### src/rtl/mul_arbiter.sv
// mul_arbiter: round-robin front end for one shared pipelined multiplier.
// Accepts operand pairs from NREQ requesters and issues one per cycle to
// x2mul/w2mul. The requester id travels down a tag pipeline that lines up
// with the multiplier latency, so each product returns to its owner as a
// registered response.
// Optional feature macro: MUL_ARB_ACC_EN. When defined, it adds req_last and
// per-requester accumulators that sum a group of products and answer once,
// on the last product of the group.
module mul_arbiter #(
    parameter int WIDTH = 4,
    parameter int NREQ  = 2,
    parameter int LAT   = WIDTH + 1,
    parameter int ACCW  = 2 * WIDTH + 4,
    localparam int IDW  = $clog2(NREQ)
) (
    input  logic                    clk,
    input  logic                    rst,
    input  logic [NREQ-1:0]         req_valid,
    output logic [NREQ-1:0]         req_ready,
    input  logic [NREQ*WIDTH-1:0]   req_x,
    input  logic [NREQ*WIDTH-1:0]   req_w,
`ifdef MUL_ARB_ACC_EN
    input  logic [NREQ-1:0]         req_last,
`endif
    output logic [WIDTH-1:0]        x2mul,
    output logic [WIDTH-1:0]        w2mul,
    input  logic [2*WIDTH-1:0]      mul2acc,
    output logic                    rsp_valid,
    output logic [IDW-1:0]          rsp_id,
    output logic [ACCW-1:0]         rsp_data,
    output logic                    busy
);

    // Highest requester index; the round-robin pointer resets here so that
    // the first search after reset starts at requester 0.
    localparam logic [IDW-1:0] LAST_ID = IDW'(NREQ - 1);

    // ------------------------------------------------------------------
    // Operand unpacking
    // ------------------------------------------------------------------
    logic [WIDTH-1:0] opX [NREQ];
    logic [WIDTH-1:0] opW [NREQ];

    for (genvar gi = 0; gi < NREQ; gi++) begin : g_unpack
        assign opX[gi] = req_x[gi*WIDTH +: WIDTH];
        assign opW[gi] = req_w[gi*WIDTH +: WIDTH];
    end

    // ------------------------------------------------------------------
    // Round-robin arbitration
    // ------------------------------------------------------------------
    logic [IDW-1:0]  lastGrantReg;
    logic [IDW-1:0]  grantIdx;
    logic            grantFound;
    logic            accept;
    logic [NREQ-1:0] readyVec;

    // Walk the requesters starting just after the last winner, wrapping at
    // NREQ; the first valid one found wins.
    always_comb begin : rrSearch
        logic [IDW-1:0] cand;
        cand       = lastGrantReg;
        grantIdx   = '0;
        grantFound = 1'b0;
        for (int n = 0; n < NREQ; n++) begin
            cand = (cand == LAST_ID) ? '0 : cand + IDW'(1);
            if (!grantFound && req_valid[cand]) begin
                grantFound = 1'b1;
                grantIdx   = cand;
            end
        end
    end

    // A winner always has valid set, so a grant outside reset is an accept.
    assign accept = grantFound & ~rst;

    // One-hot ready for the winner only; all-zero while in reset or idle.
    always_comb begin
        readyVec = '0;
        if (accept) begin
            readyVec[grantIdx] = 1'b1;
        end
    end

    assign req_ready = readyVec;

    // Remember the winner so the next search starts after it.
    always_ff @(posedge clk or posedge rst) begin
        if (rst) begin
            lastGrantReg <= LAST_ID;
        end else if (accept) begin
            lastGrantReg <= grantIdx;
        end
    end

    // ------------------------------------------------------------------
    // Issue to the multiplier
    // ------------------------------------------------------------------
    logic [WIDTH-1:0] x2mulReg;
    logic [WIDTH-1:0] w2mulReg;

    // Register the winner's operands; idle cycles feed zeros so the
    // multiplier never sees stale operands.
    always_ff @(posedge clk or posedge rst) begin
        if (rst) begin
            x2mulReg <= '0;
            w2mulReg <= '0;
        end else if (accept) begin
            x2mulReg <= opX[grantIdx];
            w2mulReg <= opW[grantIdx];
        end else begin
            x2mulReg <= '0;
            w2mulReg <= '0;
        end
    end

    assign x2mul = x2mulReg;
    assign w2mul = w2mulReg;

    // ------------------------------------------------------------------
    // Tag pipeline
    // ------------------------------------------------------------------
    // Stage 0 loads together with x2mul/w2mul. The multiplier captures those
    // one edge later and takes LAT edges more to present the product, so
    // stage LAT is the tag that matches mul2acc.
    logic [LAT:0]           tagValidReg;
    logic [LAT:0][IDW-1:0]  tagIdReg;

    // Free-running shift; it cannot stall because the multiplier has no
    // enable.
    always_ff @(posedge clk or posedge rst) begin
        if (rst) begin
            tagValidReg <= '0;
            tagIdReg    <= '0;
        end else begin
            tagValidReg <= {tagValidReg[LAT-1:0], accept};
            tagIdReg    <= {tagIdReg[LAT-1:0], (accept ? grantIdx : IDW'(0))};
        end
    end

    logic           tailValid;
    logic [IDW-1:0] tailId;
    logic [ACCW-1:0] prodExt;

    assign tailValid = tagValidReg[LAT];
    assign tailId    = tagIdReg[LAT];
    assign prodExt   = ACCW'(mul2acc);

    // ------------------------------------------------------------------
    // Response stage
    // ------------------------------------------------------------------
    logic            rspValidReg;
    logic [IDW-1:0]  rspIdReg;
    logic [ACCW-1:0] rspDataReg;

`ifdef MUL_ARB_ACC_EN
    // The last-of-group flag rides alongside the id.
    logic [LAT:0]    tagLastReg;
    logic            tailLast;
    logic [ACCW-1:0] accReg [NREQ];
    logic [NREQ-1:0] partialReg;
    logic [ACCW-1:0] groupSum;

    // Shift the last flags in step with the valid/id tags.
    always_ff @(posedge clk or posedge rst) begin
        if (rst) begin
            tagLastReg <= '0;
        end else begin
            tagLastReg <= {tagLastReg[LAT-1:0], accept & req_last[grantIdx]};
        end
    end

    assign tailLast = tagLastReg[LAT];
    // Running total including the returning product; wraps modulo 2^ACCW.
    assign groupSum = accReg[tailId] + prodExt;

    // Fold non-last products into the owner's accumulator; a last product
    // closes the group and clears the accumulator on the same edge.
    always_ff @(posedge clk or posedge rst) begin
        if (rst) begin
            for (int i = 0; i < NREQ; i++) begin
                accReg[i] <= '0;
            end
            partialReg <= '0;
        end else if (tailValid) begin
            if (tailLast) begin
                accReg[tailId]     <= '0;
                partialReg[tailId] <= 1'b0;
            end else begin
                accReg[tailId]     <= groupSum;
                partialReg[tailId] <= 1'b1;
            end
        end
    end

    // Only a group's last product produces a response, carrying the sum.
    always_ff @(posedge clk or posedge rst) begin
        if (rst) begin
            rspValidReg <= 1'b0;
            rspIdReg    <= '0;
            rspDataReg  <= '0;
        end else if (tailValid && tailLast) begin
            rspValidReg <= 1'b1;
            rspIdReg    <= tailId;
            rspDataReg  <= groupSum;
        end else begin
            rspValidReg <= 1'b0;
            rspIdReg    <= '0;
            rspDataReg  <= '0;
        end
    end

    // Busy while anything is in flight or a group is still open.
    assign busy = (|tagValidReg) | rspValidReg | (|partialReg);
`else
    // Every returning product becomes a response, zero-extended.
    always_ff @(posedge clk or posedge rst) begin
        if (rst) begin
            rspValidReg <= 1'b0;
            rspIdReg    <= '0;
            rspDataReg  <= '0;
        end else if (tailValid) begin
            rspValidReg <= 1'b1;
            rspIdReg    <= tailId;
            rspDataReg  <= prodExt;
        end else begin
            rspValidReg <= 1'b0;
            rspIdReg    <= '0;
            rspDataReg  <= '0;
        end
    end

    // Busy while any tag or the response register holds an operation.
    assign busy = (|tagValidReg) | rspValidReg;
`endif

    assign rsp_valid = rspValidReg;
    assign rsp_id    = rspIdReg;
    assign rsp_data  = rspDataReg;

endmodule

### config.mk
export PLATFORM = sky130hd
export DESIGN_NAME = mul_arbiter
export DESIGN_NICKNAME = d
export VERILOG_FILES = /design/src/rtl/mul_arbiter.sv
export SDC_FILE = /design/constraint.sdc
export NUM_CORES = 1
export LEC_CHECK = 0
export CAP_MARGIN = 10
export CORE_AREA = 2 2 51 62
export DETAILED_ROUTE_END_ITERATION = 6
export DIE_AREA = 0 0 53 64
export GPL_TIMING_DRIVEN = 0
export PLACE_DENSITY = 0.72
export SLEW_MARGIN = 40
export SYNTH_ARGS = -nofsm -noshare
export SYNTH_HDL_FRONTEND = slang
export SYNTH_SLANG_ARGS = --single-unit
### constraint.sdc
create_clock -name clk -period 1.8 [get_ports clk]
set_clock_uncertainty 0.15 [all_clocks]
set_input_delay 0.18 -clock clk [delete_from_list [all_inputs] [get_ports clk]]
set_output_delay 0.18 -clock clk [all_outputs]
set_load 0.05 [all_outputs]
==> results of run 1 <==
stage by stage:
step                total power, µW   TNS, ns  instances   util  worst slack (ns)
floorplan                       943         0         68      -             0.115
global placement               1070     -3.21        150  0.561            -0.985
detailed placement             1080     -3.96        150  0.561             -1.05
CTS                            1450         0        162  0.599          0.000168
global route                   1500  -0.00887        162  0.614          -0.00887
finish                         1420         0        162  0.614            0.0391
layout make-up:
cell class,count,area (µm²)
clock buffers,8,48.8
multi-input cells,29,201
repair buffers,51,536
well taps,34,42.5
inverters,3,37.5
flip-flops and latches,31,778
fillers,222,1060
repair inverters,1,8.76
plain buffers,5,41.3
kinds of logic (layout without fill, tap and decap cells):
| group | count (synthesis) | count (layout) | share of synthesized area |
|---|---|---|---|
| other cells | 1 | 4 | 0.00370 |
| flops | 31 | 31 | 0.767 |
| simple gates | 14 | 14 | 0.0778 |
| compound gates | 11 | 11 | 0.106 |
| buf+inv | 8 | 68 | 0.0457 |
worst paths after layout:
path | to
worst max-delay path | rsp_data[1]
worst min-delay path | lastGrantReg
worst max register to register | w2mul[3]
worst min register to register | tagIdReg[2]
max in group asynchronous | tagIdReg[1]
min in group clk | tagIdReg[2]
repair_timing:
| action | CTS | global route |
|---|---|---|
| setup endpoints to repair | 7 | 14 |
| buffers inserted | 1 | 0 |
| hold buffers | 2 | 0 |
| endpoints found under the hold margin | 16 | 0 |
| gates resized for setup | 25 | 17 |
| pin swaps | 1 | 0 |
| gates cloned | 1 | 0 |
Yosys cell counts:
cell,n
dfrtp_1,30
and2_1,9
a22o_1,8
buf_4,4
inv_2,3
nor2_1,2
a211oi_4,1
buf_2,1
conb_1,1
dfstp_2,1
nand2_1,1
nor3_1,1
nor4_1,1
o211a_1,1
o21bai_1,1
metal layers:
layer	up-vias	routed length [µm]	track usage
li1	332	-	-
met1	323	739	0.136
met2	43	972	0.213
met3	4	228	0.0491
met4	0	46	0.0962
met5	-	0	0
flip-flops by register name, summed over array words and instances, names as in the netlist:
signal	count
rsp_valid	1
w2mul	4
tagValidReg	6
x2mul	4
tailId	1
lastGrantReg	1
rsp_data	8
rsp_id	1
tagIdReg	5
report_power, final:
| part | leakage [µW] | internal (µW) | switching [µW] |
|---|---|---|---|
| sequential | 0.000399 | 742 | 15.2 |
| combinational | 0.000545 | 133 | 180 |
| clock | 0.0000265 | 155 | 196 |
==> impl_metrics.py, run 1 <==
metrics = {
    "synthesis": {
        "synthDominantAreaCellType": "dfrtp_1",
        "syn_inst": 65,
        "synth-seq-area-share": 0.767,
        "syn_area_per_cell_um2": 15.6,
        "yosysWarnings": 0,
        "ys_ff_latch": 31,
        "synthTopCellsByArea": "dfrtp_1, a22o_1, and2_1",
        "ys_types": 15,
        "netlist.area_leader.share": 0.741,
        "syn_area_um2": 1010,
    },
    "pwr": {
        "p_leak_uw": 0.000970,
        "powerDensity_nw_per_um2": 839,
        "ir_worst_vdd_mv": 0.590,
    },
    "place": {
        "portBuffers": 48,
        "gp_congestion": 0.609,
        "placed_area_um2": 1550,
        "post-dp-hpwl_mm": 1.42,
    },
    "setup_path": {
        "path_buf_inv": 1,
        "critPathMaxFanout": 1,
        "required_ns": 1.47,
        "endpoint_kind": "primary output",
        "reg2reg_slack_ns": 0.42,
        "r2r_cells": 4,
        "crit_arrival_ns": 1.43,
        "crit_type": "register to primary output",
        "start_kind": "register",
        "critPathTopFamily": "buffers and inverters",
        "crit_path_start": "rsp_data[1]",
        "worst-path-stages": 1,
        "r2r-start": "lastGrantReg",
        "worstPathCellList": "clkdlybuf4s50_1",
        "slowest_delay_ns": 0.79,
        "slowest_stage": "clkdlybuf4s50_1",
    },
    "sta": {
        "fin_crit_sh": 0.978,
        "setup_viol": 0,
        "slew_headroom": 0.588,
        "slew_violations": 0,
        "hold_viol": 0,
        "tightest_slew_ns": 0.616,
        "rsz0062_at_grt": "true",
        "holdWs_ns": 0.0892,
        "post-route-min-period_ns": 1.76,
        "fmax_mhz": 568,
    },
    "routing": {
        "drtAntennaViolNets": 0,
        "vias_per_cell": 4.33,
        "num_vias": 702,
        "drc": 0,
        "wl_per_cell_um": 12.3,
        "dr.pass1.iters": 3,
        "drt_iter0_drc": 9,
        "route.final.wire_length_mm": 1.99,
    },
    "min_path": {
        "holdCritPathClass": "input pin to async pin",
    },
    "grt": {
        "gr-total-overflow": 0,
        "grt_pass1_vias": 698,
        "grt_max_degree": 17,
        "grt_pass1_wl_mm": 3.09,
        "antenna_found_initial": 0,
        "grt_usage": 0.132,
    },
    "flow_run": {
        "drv_cap": 0,
    },
    "cts": {
        "insertion_delay_ns": 0.31,
        "clkTransAtPathRegs_ns": 0.08,
        "clock_path_buffers": 2,
        "tritoncts": "built",
        "root_buffer": "clkbuf_4",
        "clkSinkCount": 31,
        "numCtsBuffers": 5,
        "htree_levels": 2,
    },
    "layout": {
        "most-common-layout-cells": "dfrtp_1, clkdlybuf4s50_1, dlymetal6s2s_1",
        "nets": 155,
        "drive_gt1_frac": 0.164,
        "final_common_cell": "dfrtp_1",
        "area_growth_pct": 67.2,
        "diodes": 0,
        "finalInstanceArea_um2": 1690,
    },
    "floorplanning": {
        "start_util": 0.367,
        "io_pins": 53,
        "die_x_um": 53,
        "num_rows": 21,
        "coreArea_um2": 2760,
        "die_area_um2": 3390,
        "die_y_um": 64,
    },
    "run_status": {
        "status": "complete, no violations",
    },
}
No activity file was read; power rests on OpenSTA's default activity.
==> inputs of run 2 (changes only) <==
--- a/config.mk
+++ b/config.mk
@@ -5,10 +5,11 @@
 export SDC_FILE = /design/constraint.sdc
 export NUM_CORES = 1
 export LEC_CHECK = 0
+export ABC_AREA = 1
 export CAP_MARGIN = 10
-export CORE_AREA = 2 2 51 62
+export CORE_AREA = 8 8 58 69
 export DETAILED_ROUTE_END_ITERATION = 6
-export DIE_AREA = 0 0 53 64
+export DIE_AREA = 0 0 66 77
 export GPL_TIMING_DRIVEN = 0
 export PLACE_DENSITY = 0.72
 export SLEW_MARGIN = 40
==> run 2 against run 1 <==
Against the previous run:
- synthesized cell count increased by 45%
- count of clock-buffer cells in the layout decreased by 3
- maximum frequency increased by 4.4%
- via count increased by 22%
- global-route usage decreased by 2.3 points
- core utilization decreased by 3.5 points
- critical path depth increased by 3
- worst hold slack got worse by 0.035 ns
- final area increased by 1.7%
==> impl_metrics.py, run 2 <==
metrics = {
    "sta": {
        "slew_headroom": 0.654,
        "tightest_slew_ns": 0.522,
        "layout_setup_ws_ns": 0.113,
        "slew_violations": 0,
        "setup_viol": 0,
        "fin_crit_sh": 0.937,
        "fin_setup_tns_ns": 0,
        "hold_viol": 0,
        "post-route-min-period_ns": 1.69,
        "rsz0062_at_grt": "false",
        "fmax_mhz": 593,
    },
    "grt": {
        "gr-total-overflow": 0,
        "grt_pass1_vias": 924,
        "antenna_found_initial": 0,
        "grt_pass1_wl_mm": 4.32,
        "grt_max_degree": 31,
        "grt_usage": 0.109,
    },
    "pwr": {
        "ir_worst_vdd_mv": 0.657,
        "intPower_uw": 1010,
        "p_total_uw": 1480,
        "p_comb_frac": 0.223,
        "seq_power_share": 0.512,
        "switching_share": 0.315,
        "pwr-share-clk": 0.265,
        "p_leak_uw": 0.000969,
        "powerDensity_nw_per_um2": 859,
        "netSwitchingPower_uw": 467,
    },
    "cts": {
        "clkTransAtPathRegs_ns": 0.10,
        "numCtsBuffers": 5,
        "root_buffer": "clkbuf_4",
        "tritoncts": "built",
        "htree_levels": 2,
        "clock_path_buffers": 2,
        "clkSinkCount": 31,
        "insertion_delay_ns": 0.33,
    },
    "floorplanning": {
        "io_pins": 53,
        "coreArea_um2": 2970,
        "die_area_um2": 5080,
        "num_rows": 22,
        "start_util": 0.366,
        "die_y_um": 77,
        "die_x_um": 66,
    },
    "synthesis": {
        "synth-seq-area-share": 0.715,
        "yosysWarnings": 0,
        "ys.flop_type": "dfrtp_1",
        "synth.most_common_cell": "dfrtp_1",
        "syn_inst": 94,
        "synth-edff-count": 0,
        "synthTopCellsByArea": "dfrtp_1, nand2_1, nand4_1",
        "syn_area_per_cell_um2": 11.6,
        "ys_ff_latch": 31,
        "ys_async_sr_fraction": 1.00,
        "ys_top_cells_by_count": "dfrtp_1, nand2_1, inv_1, nand3_1, nand4_1",
        "ys_types": 18,
        "syn_area_um2": 1090,
        "synthDominantAreaCellType": "dfrtp_1",
        "netlist.area_leader.share": 0.690,
    },
    "routing": {
        "vias_per_cell": 4.48,
        "route.final.wire_length_mm": 2.64,
        "wl_per_cell_um": 13.8,
        "num_vias": 856,
        "drt_iter0_drc": 18,
        "drtAntennaViolNets": 0,
        "dr.pass1.iters": 4,
        "drc": 0,
    },
    "place": {
        "place_ws_ns": -1.06,
        "portBuffers": 48,
        "post-dp-hpwl_mm": 2.00,
        "placed_area_um2": 1630,
        "gp_congestion": 0.711,
        "placed_cells": 181,
    },
    "setup_path": {
        "required_ns": 1.47,
        "critPathMaxFanout": 10,
        "crit_type": "register to primary output",
        "endpoint_kind": "primary output",
        "r2r_cells": 5,
        "crit_arrival_ns": 1.36,
        "start_kind": "register",
    },
    "flow_run": {
        "drv_cap": 0,
    },
    "layout": {
        "most-common-layout-cells": "dfrtp_1, clkdlybuf4s50_1, nand2_1",
        "final_common_cell": "dfrtp_1",
        "diodes": 0,
        "drive_gt1_frac": 0.161,
        "nets": 182,
        "final-seq-area_um2": 777,
        "largest_reg_flops": 8,
        "multi_input_area_um2": 250,
        "final_cells": 191,
        "nFillCells": 280,
        "finalInstanceArea_um2": 1720,
        "area_growth_pct": 58.5,
    },
    "run_status": {
        "status": "complete, no violations",
    },
    "min_path": {
        "holdCritPathClass": "input pin to async pin",
    },
}
-- run 2: changes by cell type after synthesis, moves of 8 or more --
| cell | previous run | this run |
|---|---|---|
| a22o_1 | 8 | 0 |
| nand3_1 | 0 | 9 |
| nand2_1 | 1 | 18 |
| inv_1 | 0 | 9 |
| nand4_1 | 0 | 8 |
| and2_1 | 9 | 0 |
-- run 2: worst paths after layout --
| check | startpoint | endpoint | slack (ns) |
|---|---|---|---|
| setup / recovery | lastGrantReg | req_ready[1] | 0.11 |
| hold / removal | rst | tagValidReg[4] | 0.05 |
| setup reg to reg | lastGrantReg | w2mul[3] | 0.49 |
| hold reg to reg | tagIdReg[2] | tagIdReg[3] | 0.20 |
| max in group asynchronous | rst | rsp_data[5] | 1.28 |
| min in group clk | rst | tagIdReg[0] | 0.12 |
-- run 2: stage by stage --
stage / utilization / hold slack (ns)
floorplan: - / -0.00515
detailed placement: 0.548 / 0.185
global placement: 0.548 / 0.184
global route: 0.580 / 0.0495
finish: 0.580 / 0.0538
CTS: 0.577 / 0.0311
-- run 2: timing repair --
action / CTS / global route
hold buffers: 1 / 0
endpoints found under the setup margin: 18 / 5
setup buffers: 1 / 0
gates resized for setup: 35 / 6
pin swaps: 1 / 0
endpoints found under the hold margin: 30 / 0
-- run 2: final cells by class --
class                   count  share of cell area
flip-flops and latches     31               0.451
well taps                  36              0.0261
multi-input cells          50               0.145
clock buffers               5              0.0218
inverters                  10              0.0370
plain buffers               6              0.0247
clock inverters             3              0.0116
repair buffers             50               0.282
-- run 2: power by group through the flow --
stage	Combinational (µW)	Clock (µW)	Sequential (µW)
2_1_floorplan	102	0	861
3_3_place_gp	328	0	770
3_5_place_dp	333	0	772
4_1_cts	333	412	758
5_1_grt	353	446	763
6_report	331	392	758
-- run 2: critical path, cell delays in order, from the launching register on --
cell	delay [ns]
dfstp_2	0.57
nand2_4	0.10
nand2_4	0.10
nor2_1	0.05
buf_2	0.21
-- run 2: metal layers --
metal | vias to the layer above | global-route usage | share of wire
met5 | - | 0 | 0
met4 | 0 | 0.0385 | 0.015
met3 | 4 | 0.0669 | 0.11
met2 | 48 | 0.173 | 0.46
met1 | 389 | 0.115 | 0.42
li1 | 415 | - | -
-- run 2: cells by family after synthesis --
group                  Yosys count  share of synthesized area
AND/OR/NAND/NOR                 43                      0.194
buffers and inverters           16                     0.0736
flip-flops                      31                      0.715
other                            1                    0.00345
AO/OA/AOI/OAI                    3                     0.0138
==> inputs of run 3 (changes only) <==
--- a/config.mk
+++ b/config.mk
@@ -7,11 +7,12 @@
 export LEC_CHECK = 0
 export ABC_AREA = 1
 export CAP_MARGIN = 10
-export CORE_AREA = 8 8 58 69
+export CORE_AREA = 4 4 54 65
 export DETAILED_ROUTE_END_ITERATION = 6
-export DIE_AREA = 0 0 66 77
+export DIE_AREA = 0 0 58 69
 export GPL_TIMING_DRIVEN = 0
 export PLACE_DENSITY = 0.72
+export SETUP_SLACK_MARGIN = 0.02
 export SLEW_MARGIN = 40
 export SYNTH_ARGS = -nofsm -noshare
 export SYNTH_HDL_FRONTEND = slang
==> run 3 against run 2 <==
Against the previous run:
- combinational power about the same
- via count decreased by 0.82%
- register-to-register slack about the same
- wire length decreased by 6.1%
- cell count unchanged
- die area decreased by 21%
- global-route usage increased by 2.8 points
- worst hold slack improved by 0.026 ns
- maximum frequency decreased by 0.33%
- sequential share of layout area decreased by 0.13 points
- largest power group unchanged
==> impl_metrics.py, run 3 (synthesis gave the netlist of run 2 again) <==
metrics = {
    "sta": {
        "tightest_slew_ns": 0.529,
        "fin_crit_sh": 0.940,
        "slew_violations": 0,
        "rsz0062_at_grt": "false",
        "fin_setup_tns_ns": 0,
        "post-route-min-period_ns": 1.69,
        "slew_headroom": 0.649,
        "fmax_mhz": 591,
        "setup_viol": 0,
        "hold_viol": 0,
    },
    "setup_path": {
        "endpoint_kind": "primary output",
        "crit_arrival_ns": 1.36,
        "crit_type": "register to primary output",
        "required_ns": 1.47,
        "start_kind": "register",
        "r2r_cells": 5,
        "critPathMaxFanout": 10,
    },
    "floorplanning": {
        "coreArea_um2": 2840,
        "die_area_um2": 4000,
        "start_util": 0.383,
        "die_y_um": 69,
        "die_x_um": 58,
        "io_pins": 53,
        "num_rows": 21,
    },
    "grt": {
        "grt_pass1_wl_mm": 4.18,
        "antenna_found_initial": 0,
        "grt_max_degree": 21,
        "grt_pass1_vias": 879,
        "grt_usage": 0.137,
        "gr-total-overflow": 0,
    },
    "routing": {
        "route.final.wire_length_mm": 2.48,
        "num_vias": 849,
        "vias_per_cell": 4.45,
        "dr.pass1.iters": 3,
        "drc": 0,
        "drt_iter0_drc": 13,
        "wl_per_cell_um": 13.0,
        "drtAntennaViolNets": 0,
    },
    "cts": {
        "insertion_delay_ns": 0.33,
        "clkTransAtPathRegs_ns": 0.09,
        "tritoncts": "built",
        "numCtsBuffers": 5,
        "clock_path_buffers": 2,
        "root_buffer": "clkbuf_4",
        "clkSinkCount": 31,
        "htree_levels": 2,
    },
    "layout": {
        "final_common_cell": "dfrtp_1",
        "post-route-util": 0.609,
        "diodes": 0,
        "most-common-layout-cells": "dfrtp_1, clkdlybuf4s50_1, dlygate4sd2_1",
        "drive_gt1_frac": 0.153,
        "largest_reg_flops": 8,
        "nets": 184,
        "area_growth_pct": 58.9,
        "final_cells": 191,
        "finalInstanceArea_um2": 1730,
    },
    "flow_run": {
        "drv_cap": 0,
    },
    "place": {
        "post-dp-hpwl_mm": 1.74,
        "placed_area_um2": 1630,
        "portBuffers": 48,
        "placed_cells": 179,
        "gp_congestion": 0.787,
    },
    "pwr": {
        "ir_worst_vdd_mv": 0.590,
        "p_leak_uw": 0.000949,
        "powerDensity_nw_per_um2": 891,
    },
    "min_path": {
        "holdCritPathClass": "input pin to async pin",
    },
    "run_status": {
        "status": "complete, no violations",
    },
}
## run 3: timing repair
item | CTS | global route
endpoints found under the setup margin | 21 | 2
pin swaps | 1 | 0
hold buffers | 2 | 0
setup buffers | 1 | 0
hold endpoints to repair | 20 | 0
gates resized for setup | 40 | 1
gates cloned | 1 | 0
## run 3: stage by stage
step	hold WS (ns)	total power, µW	setup slack, ns
detailed placement	0.185	1100	-1.03
floorplan	-0.00515	963	0.147
global route	0.0786	1610	0.0239
CTS	0.0767	1550	0.0457
finish	0.0798	1540	0.108
global placement	0.183	1100	-0.995
## run 3: worst max-delay path, cell delays in order (launching register included)
cell     delay [ns]
dfstp_2        0.57
nand2_4        0.11
nand2_4        0.10
nor2_1         0.05
buf_4          0.20
## run 3: layout make-up
class,instances,area [µm²]
buffer,6,42.5
tap,34,42.5
timing repair buffer,51,474
timing repair inverter,1,8.76
clock buffer,8,68.8
multi-input combinational,50,250
fill,276,1110
inverter,10,63.8
sequential,31,777
## run 3: path summary, 6_finish.rpt
check                      slack, ns            to         start
max                             0.11  req_ready[1]  lastGrantReg
min                             0.08  lastGrantReg           rst
max in group asynchronous       0.57   tagIdReg[2]           rst
min in group clk                0.17   tagIdReg[0]           rst
max reg2reg                     0.49      x2mul[1]  lastGrantReg
min reg2reg                     0.20   tagIdReg[2]   tagIdReg[1]
## run 3: power by group
group          total (µW)  internal, µW  switching (µW)
Combinational         329           119             209
Sequential            758           742            15.2
Clock                 453           229             224
## run 3: metal layers
metal	vias up	share of wire	GRT usage
li1	416	-	-
met1	377	0.40	0.162
met2	50	0.46	0.210
met3	6	0.12	0.0616
met4	0	0.019	0.0619
met5	-	0	0
==> variant 1 (flow settings as in run 2) <==
`WIDTH`: 4 -> 5.
--- a/src/rtl/mul_arbiter.sv
+++ b/src/rtl/mul_arbiter.sv
@@ -7,7 +7,7 @@
 // per-requester accumulators that sum a group of products and answer once,
 // on the last product of the group.
 module mul_arbiter #(
-    parameter int WIDTH = 4,
+    parameter int WIDTH = 5,
     parameter int NREQ  = 2,
     parameter int LAT   = WIDTH + 1,
     parameter int ACCW  = 2 * WIDTH + 4,
Interface: changed (6 resized); port bits go from 53 to 63. The function was not compared with the original's and may differ.
==> variant 1 against run 2 <==
Total power rose by 26%; sequential share of layout area fell by 0.96 points; sequential cell count rose by 6; routed wire length rose by 20%; area after synthesis rose by 25%; setup slack got worse by 0.059 ns; clock power rose by 44%; final area rose by 22%; die area did not move; critical path depth did not move; critical endpoint is now req_ready[0]; largest power group unchanged.
==> variant 1: results (changes against run 2) <==
[layout]
regArea_um2 = 927  ; +19%
multi_input_area_share = 0.159  ; +0.0138
nNetsFinal = 219  ; +20%
multi_input_comb_cells = 59  ; +18%
antenna_cells = 0  ; unchanged
fill_cells = 240  ; -14%
n_all_inverters = 12  ; +2
largest_register_ffs = 10  ; +2
clkCellAreaFrac = 0.0399  ; +0.00650
nNonClkBuffers = 70  ; +25%
final_layout_size_suffix_gt1_frac = 0.210  ; +0.0484
buffer_area_frac = 0.317  ; +0.00967

[global_route]
grt_max_degree = 47  ; +52%
globalRouteMet3Util = 0.0814  ; +0.0145
antenna_found_initial = 0  ; unchanged
grtUsageMet1 = 0.124  ; +0.00872
grt_pass1_vias = 1064  ; +15%
grt_usage = 0.119  ; +0.0102
grt_first_pass_wirelength_mm = 4.80  ; +11%
use_met2 = 0.185  ; +0.0117

[power_and_ir_drop]
clkPwrFrac = 0.302  ; +0.037
power_frac_comb = 0.214  ; -0.009
power_density_nw_per_um2 = 890  ; +3.6%
power.internal_uw = 1330  ; +31%
vdd_drop_max_mv = 0.619  ; -5.7%
swShare = 0.290  ; -0.0257
p_leak_uw = 0.00117  ; +21%

[synth]
synth-compound-area-share = 0.0110  ; -0.00277
netlist_top_cells_area = dfrtp_1 (66%), nand3_2 (6.6%), nand2_1 (6.3%)
synth_cell_types = 19  ; +1
synthCells = 115  ; +22%
ys_seq_area_frac = 0.682  ; -0.0329
netlist_top_cells_count = dfrtp_1 (36), nand2_1 (23), inv_1 (11), nand4_1 (11), nand3_2 (9)
yosysWarnings = 0  ; unchanged

[setup_path]
critPathArrivalTime_ns = 1.42  ; +0.06 ns
slowest_stage = dfstp_2
crit_fanout = 3  ; -7
cpPeakStageDelay_ns = 0.58

[place]
placedInstanceArea_um2 = 2000  ; +23%
port_buffers = 58  ; +21%
dp.cells = 212  ; +17%
place_congestion = 0.737  ; +3.6%
dp_worst_setup_slack_ns = -0.492  ; +0.565 ns
dpl.hpwl_mm = 2.35  ; +18%

[detailed_routing]
vias = 1020  ; +19%
first_iter_violations = 27  ; +9
route.detailed.wl_per_inst_um = 14.3  ; +3.2%
via_per_inst = 4.59  ; +2.5%

[clock_network]
cts.repair.resized = 37  ; +5.7%
clock_latency_ns = 0.34
cts_max_level = 2  ; unchanged
cts_sinks = 37  ; +19%
clk_pin_slew_ns = 0.12  ; +0.02 ns

[min_path]
hp-class = reg -> reg

[timing]
tightest_slew_ns = 0.528  ; +0.00673 ns

[status]
status = finished clean

[floorplanning]
row_count = 22  ; unchanged

## variant 1: changes by cell type after synthesis, moves of 2 or more
cell | before | now
nand3_1 | 9 | 1
buf_2 | 1 | 4
nand4_1 | 8 | 11
inv_1 | 9 | 11
dfrtp_1 | 30 | 36
nand2_1 | 18 | 23
nand3_2 | 0 | 9
## variant 1: per-layer routing
metal / vias to the layer above / wire length [um]
li1: 501 / -
met1: 452 / 1250
met2: 61 / 1390
met3: 6 / 484
met4: 0 / 45
met5: - / 0
## variant 1: final timing paths
path                              startpoint           end  slack, ns  cells after the start
worst min-delay path             tagIdReg[4]   tagIdReg[5]       0.20                      0
min in group asynchronous                rst   tagIdReg[3]       0.26                      3
max in group asynchronous                rst  lastGrantReg       0.87                      3
worst max-delay path            lastGrantReg  req_ready[0]       0.05                      4
worst min register to register   tagIdReg[4]   tagIdReg[5]       0.20                      0
worst max register to register  lastGrantReg      w2mul[3]       0.39                      6
==> variant 2 (flow settings as in run 2) <==
Without the edit above. Take the reset off `tagIdReg` and load it in a clocked block of its own.
--- a/src/rtl/mul_arbiter.sv
+++ b/src/rtl/mul_arbiter.sv
@@ -131,11 +131,13 @@
     always_ff @(posedge clk or posedge rst) begin
         if (rst) begin
             tagValidReg <= '0;
-            tagIdReg    <= '0;
         end else begin
             tagValidReg <= {tagValidReg[LAT-1:0], accept};
-            tagIdReg    <= {tagIdReg[LAT-1:0], (accept ? grantIdx : IDW'(0))};
-        end
+        end
+    end
+
+    always_ff @(posedge clk) begin
+        tagIdReg <= {tagIdReg[LAT-1:0], (accept ? grantIdx : IDW'(0))};
     end
 
     logic           tailValid;
Behaviour: same outputs for any inputs over 10 cycles, from zero or initial values and one cycle with rst high; that may be too few to reach the edited logic, so the function may still have changed.
==> variant 2 against run 2 <==
Sequential cell count did not move; final area up 2.3%; setup slack worse by 0.048 ns; core utilization increased by 1.3 points; area after synthesis is 0.69% lower; routed wire length down 7.2%; synthesized cell count is 2.1% higher; largest power group unchanged; fmax down 2.7%; critical path depth is 1 higher; total power up 3.7%; via count is 2.9% lower; count of clock-buffer cells in the layout increased by 3.
==> variant 2: results (changes against run 2) <==
[status]
status = finished clean

[detailed_routing]
wl_met3_um = 259  ; -11%
route.detailed.wl_per_inst_um = 12.6  ; -8.6%
wl_met1_mm = 1.05  ; -4.8%
dr_wl_met2_mm = 1.09  ; -9.5%
vias = 831  ; -2.9%
first_iter_violations = 30  ; +12

[global_route]
grt_usage = 0.100  ; -0.00919
grt_pass1_vias = 893  ; -3.4%
grt_max_degree = 35  ; +13%
use_met2 = 0.158  ; -0.0147
globalRouteMet3Util = 0.0494  ; -0.0174
grtUsageMet1 = 0.103  ; -0.0117
grt_first_pass_wirelength_mm = 3.97  ; -8.0%

[power_and_ir_drop]
swShare = 0.280  ; -0.0355
vdd_drop_max_mv = 0.473  ; -28%
p_leak_uw = 0.00104  ; +7.7%
p_clk_uw = 437  ; +11%
p_comb_uw = 341  ; +3%

[clock_network]
ctsLongestPathBuffers = 2  ; unchanged
cts_buffers = 5  ; unchanged
clk_pin_slew_ns = 0.09

[place]
place_congestion = 0.782  ; +10%
dpl.hpwl_mm = 1.93  ; -3.6%
dp_worst_setup_slack_ns = -0.879  ; +0.178 ns

[timing]
slew_headroom = 0.650  ; -0.00331

[synth]
netlist_top_cells_area = dfrtp_1 (56%), dfxtp_1 (11%), nand2_1 (6.3%)
synth_cell_types = 19  ; +1
async_flop_share = 0.806  ; -0.194
netlist_top_cells_count = dfrtp_1 (24), nand2_1 (18), inv_1 (9), nand3_1 (9), nand4_1 (8)
ys_seq_area_frac = 0.692  ; -0.0228

[layout]
largest_register_ffs = 8  ; unchanged
nNetsFinal = 185  ; +1.6%
final_layout_size_suffix_gt1_frac = 0.165  ; +0.00327

[setup_path]
cpPeakStageDelay_ns = 0.56
critPathArrivalTime_ns = 1.40  ; +0.04 ns

[min_path]
hp-class = in -> reg

variant 2: area by class of cell:
type                    instances  area, um2
plain buffers                   7       53.8
fillers                       270       1210
repair buffers                 51        526
inverters                      10       63.8
well taps                      36       45.0
multi-input cells              51        258
clock buffers                   8       68.8
flip-flops and latches         31        747
variant 2: per-stage QoR:
| step | instance area [um2] | util | cells | power, uW | TNS [ns] |
|---|---|---|---|---|---|
| 6_report | 1760 | 0.593 | 194 | 1530 | 0 |
| 5_1_grt | 1760 | 0.593 | 194 | 1620 | -0.0188 |
| 4_1_cts | 1700 | 0.570 | 191 | 1540 | 0 |
| 3_5_place_dp | 1620 | 0.545 | 183 | 1110 | -1.57 |
| 3_3_place_gp | 1620 | 0.545 | 183 | 1100 | -1.51 |
| 2_1_floorplan | 1090 | - | 99 | 966 | 0 |
variant 2: logic make-up (layout without fill, tap and decap cells):
family / after synthesis / count (layout) / share of synthesized area
compound gates: 3 / 3 / 0.0174
flops: 31 / 31 / 0.692
buf+inv: 17 / 76 / 0.0834
simple gates: 44 / 44 / 0.204
other cells: 1 / 4 / 0.00347
variant 2: what timing repair did:
item,4_1_cts,5_1_grt
gates resized for setup,31,11
setup buffers,0,1
pin swaps,0,0
hold endpoints to repair,0,24
endpoints found under the setup margin,12,11
hold buffers,0,2
variant 2: path summary, 6_finish.rpt:
path | start | slack, ns | depth (start not counted) | endpoint
setup / recovery | lastGrantReg | 0.07 | 5 | req_ready[1]
hold / removal | rst | 0.05 | 2 | tagIdReg[0]
setup reg to reg | lastGrantReg | 0.55 | 5 | w2mul[0]
hold reg to reg | tagIdReg[4] | 0.18 | 0 | tailId
max in group asynchronous | rst | 0.73 | 4 | tagValidReg[0]
min in group asynchronous | rst | 0.63 | 3 | lastGrantReg
